--- config.mk ---
export PLATFORM = sky130hd
export DESIGN_NAME = fifo_stream_reader
export DESIGN_NICKNAME = d
export VERILOG_FILES = /design/src/rtl/fifo_stream_reader.sv
export SDC_FILE = /design/constraint.sdc
export NUM_CORES = 1
export LEC_CHECK = 0
export ABC_AREA = 1
export CAP_MARGIN = 10
export CORE_ASPECT_RATIO = 1.25
export CORE_MARGIN = 10
export CORE_UTILIZATION = 50
export CTS_BUF_LIST = sky130_fd_sc_hd__clkbuf_4
export CTS_CLUSTER_SIZE = 12
export DETAILED_ROUTE_END_ITERATION = 10
export DONT_BUFFER_PORTS = 1
export GPL_ROUTABILITY_DRIVEN = 0
export GPL_TIMING_DRIVEN = 0
export HOLD_SLACK_MARGIN = 0.1
export PLACE_DENSITY = 0.68
export RECOVER_POWER = 50
export SLEW_MARGIN = 20
export SYNTH_ARGS = -nofsm -noshare
export SYNTH_HDL_FRONTEND = slang
export SYNTH_SLANG_ARGS = --single-unit
--- constraint.sdc ---
create_clock -name clk -period 2.3 [get_ports clk]
set_input_delay 0.345 -clock clk [delete_from_list [all_inputs] [get_ports clk]]
set_output_delay 0.345 -clock clk [all_outputs]
set_load 0.01 [all_outputs]
--- src/rtl/fifo_stream_reader.sv ---
// fifo_stream_reader: read-side master turning std-mode FIFO reads into a valid/ready stream with tlast.
// Define FIFO_READER_STATS_EN to add the stall_cycles/starve_cycles counters.
module fifo_stream_reader #(
  parameter int DATA_WIDTH        = 32,
  parameter int FIFO_READ_LATENCY = 1,
  parameter int SKID_DEPTH        = FIFO_READ_LATENCY + 1,
  parameter int CNT_WIDTH         = 16
) (
  input  logic                  clk,
  input  logic                  rst_n,
  input  logic                  start,
  input  logic [CNT_WIDTH-1:0]  num_beats,
  output logic                  busy,
  output logic                  done,
  output logic                  fifo_rd_en,
  input  logic                  fifo_empty,
  input  logic                  fifo_rd_rst_busy,
  input  logic [DATA_WIDTH-1:0] fifo_dout,
  output logic [DATA_WIDTH-1:0] m_tdata,
  output logic                  m_tvalid,
  input  logic                  m_tready,
  output logic                  m_tlast
`ifdef FIFO_READER_STATS_EN
  ,
  output logic [31:0]           stall_cycles,
  output logic [31:0]           starve_cycles
`endif
);
  localparam int PW = $clog2(SKID_DEPTH);
  localparam int CW = $clog2(SKID_DEPTH + 1);

  typedef enum logic [1:0] {IDLE, RUN, DRAIN, DONE} state_t;

  state_t                  state, state_nxt;
  logic [CNT_WIDTH-1:0]    issue_rem, pop_rem;
  logic [FIFO_READ_LATENCY-1:0] pipe;
  logic [DATA_WIDTH-1:0]   mem [SKID_DEPTH];
  logic [PW-1:0]           wr_ptr, rd_ptr;
  logic [CW-1:0]           skid_cnt, inflight;
  logic                    push, pop, accept, credit;

  always_comb begin
    inflight = '0;
    for (int i = 0; i < FIFO_READ_LATENCY; i++) inflight = inflight + CW'(pipe[i]);
  end

  // a read is only issued if its data is guaranteed a skid slot on arrival
  assign credit     = (int'(inflight) + int'(skid_cnt) - int'(pop)) < SKID_DEPTH;
  assign fifo_rd_en = state == RUN && !fifo_empty && !fifo_rd_rst_busy && issue_rem != 0 && credit;
  assign push       = pipe[FIFO_READ_LATENCY-1];
  assign m_tvalid   = skid_cnt != 0;
  assign m_tdata    = mem[rd_ptr];
  assign m_tlast    = m_tvalid && pop_rem == 1;
  assign pop        = m_tvalid && m_tready;
  assign accept     = state == IDLE && start;

  always_comb begin
    state_nxt = state;
    busy      = state != IDLE;
    done      = state == DONE;
    state_nxt = accept ? (num_beats == 0 ? DONE : RUN)
              : (state == RUN && fifo_rd_en && issue_rem == 1) ? DRAIN
              : (state == DRAIN && pop && pop_rem == 1) ? DONE
              : state == DONE ? IDLE : state;
  end

  always_ff @(posedge clk or negedge rst_n) begin
    if (!rst_n) begin
      state     <= IDLE;
      issue_rem <= '0;
      pop_rem   <= '0;
      pipe      <= '0;
      wr_ptr    <= '0;
      rd_ptr    <= '0;
      skid_cnt  <= '0;
      for (int i = 0; i < SKID_DEPTH; i++) mem[i] <= '0;
    end else begin
      state <= state_nxt;
      if (accept) begin
        issue_rem <= num_beats;
        pop_rem   <= num_beats;
      end else begin
        if (fifo_rd_en) issue_rem <= issue_rem - 1'b1;
        if (pop && pop_rem != 0) pop_rem <= pop_rem - 1'b1;
      end
      pipe <= FIFO_READ_LATENCY'({pipe, fifo_rd_en});
      if (push) begin
        mem[wr_ptr] <= fifo_dout;
        wr_ptr      <= (wr_ptr == PW'(SKID_DEPTH - 1)) ? '0 : wr_ptr + 1'b1;
      end
      if (pop) rd_ptr <= (rd_ptr == PW'(SKID_DEPTH - 1)) ? '0 : rd_ptr + 1'b1;
      skid_cnt <= skid_cnt + CW'(push) - CW'(pop);
    end
  end

`ifdef FIFO_READER_STATS_EN
  always_ff @(posedge clk or negedge rst_n) begin
    if (!rst_n) begin
      stall_cycles  <= '0;
      starve_cycles <= '0;
    end else if (accept) begin
      stall_cycles  <= '0;
      starve_cycles <= '0;
    end else begin
      if (m_tvalid && !m_tready && stall_cycles != '1) stall_cycles <= stall_cycles + 1'b1;
      if ((state == RUN || state == DRAIN) && !m_tvalid && pop_rem != 0 && starve_cycles != '1)
        starve_cycles <= starve_cycles + 1'b1;
    end
  end
`endif

  a_no_overflow: assert property (@(posedge clk) disable iff (!rst_n)
    !(push && !pop && skid_cnt == CW'(SKID_DEPTH)));
endmodule

==> flow_summary.toml <==
[logic_synthesis]
synth_nets = 791
synthSimpleGateAreaFrac_pct = 32.2
synth_area_mm2 = 0.00544
netlist-cell-type-count = 32
ys_seq_elements = 103
ys_warn_count = 0
synthCells = 729
synth_fa_ha_area_share_pct = 1.98
synth_top_family_by_area = "simple AND/OR/NAND/NOR gates"
synth_xor_area_share_pct = 2.58
ys_seq_area_share_pct = 47.4
synth_compound_area_share_pct = 8.09
syn-mean-instance-area_um2 = 7.46
synthMuxAreaShare_pct = 0

[floorplanning]
die-area_mm2 = 0.0155
ios = 91
die_height_um = 137
start_util_pct = 51.3
rows = 42
design.core.area_mm2 = 0.0106
fp.dieW_um = 113

[detailed_routing]
drcViolationCount = 0
route.vias.total = 4867
vias_per_cell = 5.24
ant_nets = 0
routed_wl_mm = 14.8
wl_per_cell_um = 15.9
firstDrtPassIters = 5
drtIter0Drc = 351

[critical_path]
reg2reg_depth = 14
r2r_end = "issue_rem[9]"
crit_path_start_kind = "flip-flop"
crit_arrival_ns = 2.35
startpoint = "skid_cnt[0]"
crit_end = "fifo_rd_en"
worst-endpoint-required_ns = 1.96
rr_startpoint = "skid_cnt[1]"
worstSetupPathType = "reg -> out"
cp_max_fo = 6
worst-r2r-setup-slack_ns = -0.05
end_kind = "output port"

[layout]
final_cell_area_mm2 = 0.00636
area_delta_synth_final_pct = 16.8
multi_input_area_mm2 = 0.00249
mostFrequentLayoutCell = "nand2_1"
final_layout_size_suffix_gt1_share_pct = 8.53
diodes = 0
seqCellArea_mm2 = 0.00258
fin_util_pct = 59.9
final_cell_mix = "277 x nand2_1, 103 x dfrtp_1, 73 x o21ai_0"
fill_cells = 972
nets = 854

[run_status]
status = "finished with violations"
violations = "hold timing, setup timing"

[sta]
period_needed_ns = 2.70
final_max_slew_viol_count = 0
setup-tns-final_ns = -0.548
setup_viol = 5
whs_ns = -0.467
fmax_mhz = 371
rsz0062_at_grt = "true"
finalClockSkew_ns = 0.0112
fin_crit_sh_pct = 117
finalHoldViolCount = 103
max_slew_margin_pct = 65.5
worst_slew_pin_slew_ns = 0.518
setup_slack_ns = -0.398

[power_and_ir_drop]
p_seq_share_pct = 40.9
comb_power_share_pct = 46.9
leakage_nw = 3.29
power.switching_mw = 3.70
sw_frac_of_total_pct = 45.5
pwr-share-clk_pct = 12.2
p_int_mw = 4.43
power_density_mw_per_mm2 = 1280
irDropWorstVdd_mv = 0.550

[global_route]
grt_pass1_vias = 5022
grtUsageTotal_pct = 18.9
grt_max_degree = 104
antenna_found_initial = 0
grt_pass1_wl_mm = 24.0
grt-ovfl-total = 0

[flow_run]
cap_violations = 0

[hold_path]
hp-class = "in -> async"

[cts]
numCtsBuffers = 9
cts_hold_buf = 42
cts.clk_slew.worst_paths_ns = 0.16
cts_root_buffer = "clkbuf_4"
clock_latency_ns = 0.47
cts.sinks = 103
cts_tree = "built"
cts_buffer_depth = 2
h-tree-depth = 3

[place]
hpwl_mm = 10.3
place_area_mm2 = 0.00561
port_buffers = 0
[sequential cells by signal, indices dropped and copies added, names as in the netlist]
| signal | flops |
|---|---|
| pop_rem | 16 |
| rd_ptr | 1 |
| wr_ptr | 1 |
| mem | 64 |
| issue_rem | 16 |
| pipe | 1 |
| state | 2 |
| skid_cnt | 2 |
[per-layer routing]
metal	share of wire [%]	track usage, %
met2	50	32.9
met5	0	0
met4	3.7	9.60
met3	6.0	4.42
met1	40	21.2
[worst min-delay path by stage]
stage                   endpoint  slack, ns  cells past startpoint
floorplan           issue_rem[0]       0.05                      0
global placement          mem[5]       0.05                      0
detailed placement        mem[6]       0.05                      0
CTS                       mem[6]      -0.48                      0
global route              mem[5]      -0.50                      0
finish                    mem[5]      -0.47                      0
[layout make-up]
| class | instances | share of cell area [%] |
|---|---|---|
| Sequential cell | 103 | 40.5 |
| Inverter | 76 | 4.53 |
| Multi-Input combinational cell | 523 | 39.1 |
| Timing Repair Buffer | 52 | 8.46 |
| Buffer | 27 | 2.46 |
| Clock inverter | 6 | 1.10 |
| Clock buffer | 10 | 1.18 |
| Tap cell | 132 | 2.60 |
[cells in the mapped netlist]
library cell / instances / area share, %
inv_2: 2 / 0.14
nand2_2: 6 / 0.69
nand3_1: 49 / 4.5
a21oi_1: 2 / 0.18
clkbuf_8: 1 / 0.25
buf_4: 1 / 0.14
or2_2: 3 / 0.34
nand2_4: 1 / 0.21
nor2_2: 5 / 0.57
nor3_1: 2 / 0.18
nand3_4: 1 / 0.32
nor3b_1: 1 / 0.14
ha_1: 7 / 1.6
nor2_4: 3 / 0.62
a31oi_1: 1 / 0.12
o21ai_0: 74 / 6.8
nand4_1: 9 / 1.0
o21a_1: 1 / 0.14
dfrtp_1: 103 / 47
xor2_1: 13 / 2.1
o21ai_1: 6 / 0.55
buf_2: 1 / 0.092
and3_1: 1 / 0.12
inv_1: 74 / 5.1
nand3b_1: 7 / 0.97
clkbuf_1: 21 / 1.4
fa_1: 1 / 0.37
xnor2_1: 3 / 0.48
buf_6: 3 / 0.62
nand2_1: 280 / 19
nor2_1: 46 / 3.2
a21oi_4: 1 / 0.30
[through the flow]
step	worst slack [ns]	hold slack (ns)	power [mW]	cells
global placement	-0.215	0.0526	6.72	861
finish	-0.398	-0.467	8.13	929
global route	-0.529	-0.503	8.91	929
detailed placement	-0.280	0.0528	6.87	861
CTS	-0.444	-0.480	8.08	926
floorplan	0.00867	0.0494	5.99	729
[power by group through the flow]
stage | clock network [mW] | registers (mW) | logic, mW
6_report | 0.995 | 3.32 | 3.82
2_1_floorplan | 0 | 3.19 | 2.81
4_1_cts | 1.02 | 3.30 | 3.77
5_1_grt | 1.08 | 3.41 | 4.41
3_3_place_gp | 0 | 3.30 | 3.42
3_5_place_dp | 0 | 3.34 | 3.53
[kinds of logic (layout without fill, tap and decap cells)]
logic type      count (synthesis)  after routing
simple gates                  414            414
flops                         103            103
buf+inv                       103            171
compound gates                 85             85
xor+xnor                       16             16
fa+ha+maj                       8              8
[repair_timing]
| item | 4_1_cts | 5_1_grt |
|---|---|---|
| gates resized for setup | 13 | 15 |
| setup endpoints to repair | 20 | 49 |
| gates cloned | 1 | 1 |
| setup buffers | 6 | 4 |
| hold endpoints to repair | 183 | 103 |
| pin swaps | 6 | 3 |
[worst max-delay path, stage by stage (launching register included)]
cell and delay [ns]:
dfrtp_1 0.41, o21a_4 0.15, nand2_4 0.05, o21ai_2 0.05, ha_2 0.20, inv_2 0.04, fa_2 0.54, nand3_2 0.07
nand2_2 0.08, nand3_4 0.07, inv_4 0.08, buf_8 0.12
Power figures use the tool's default switching activity.
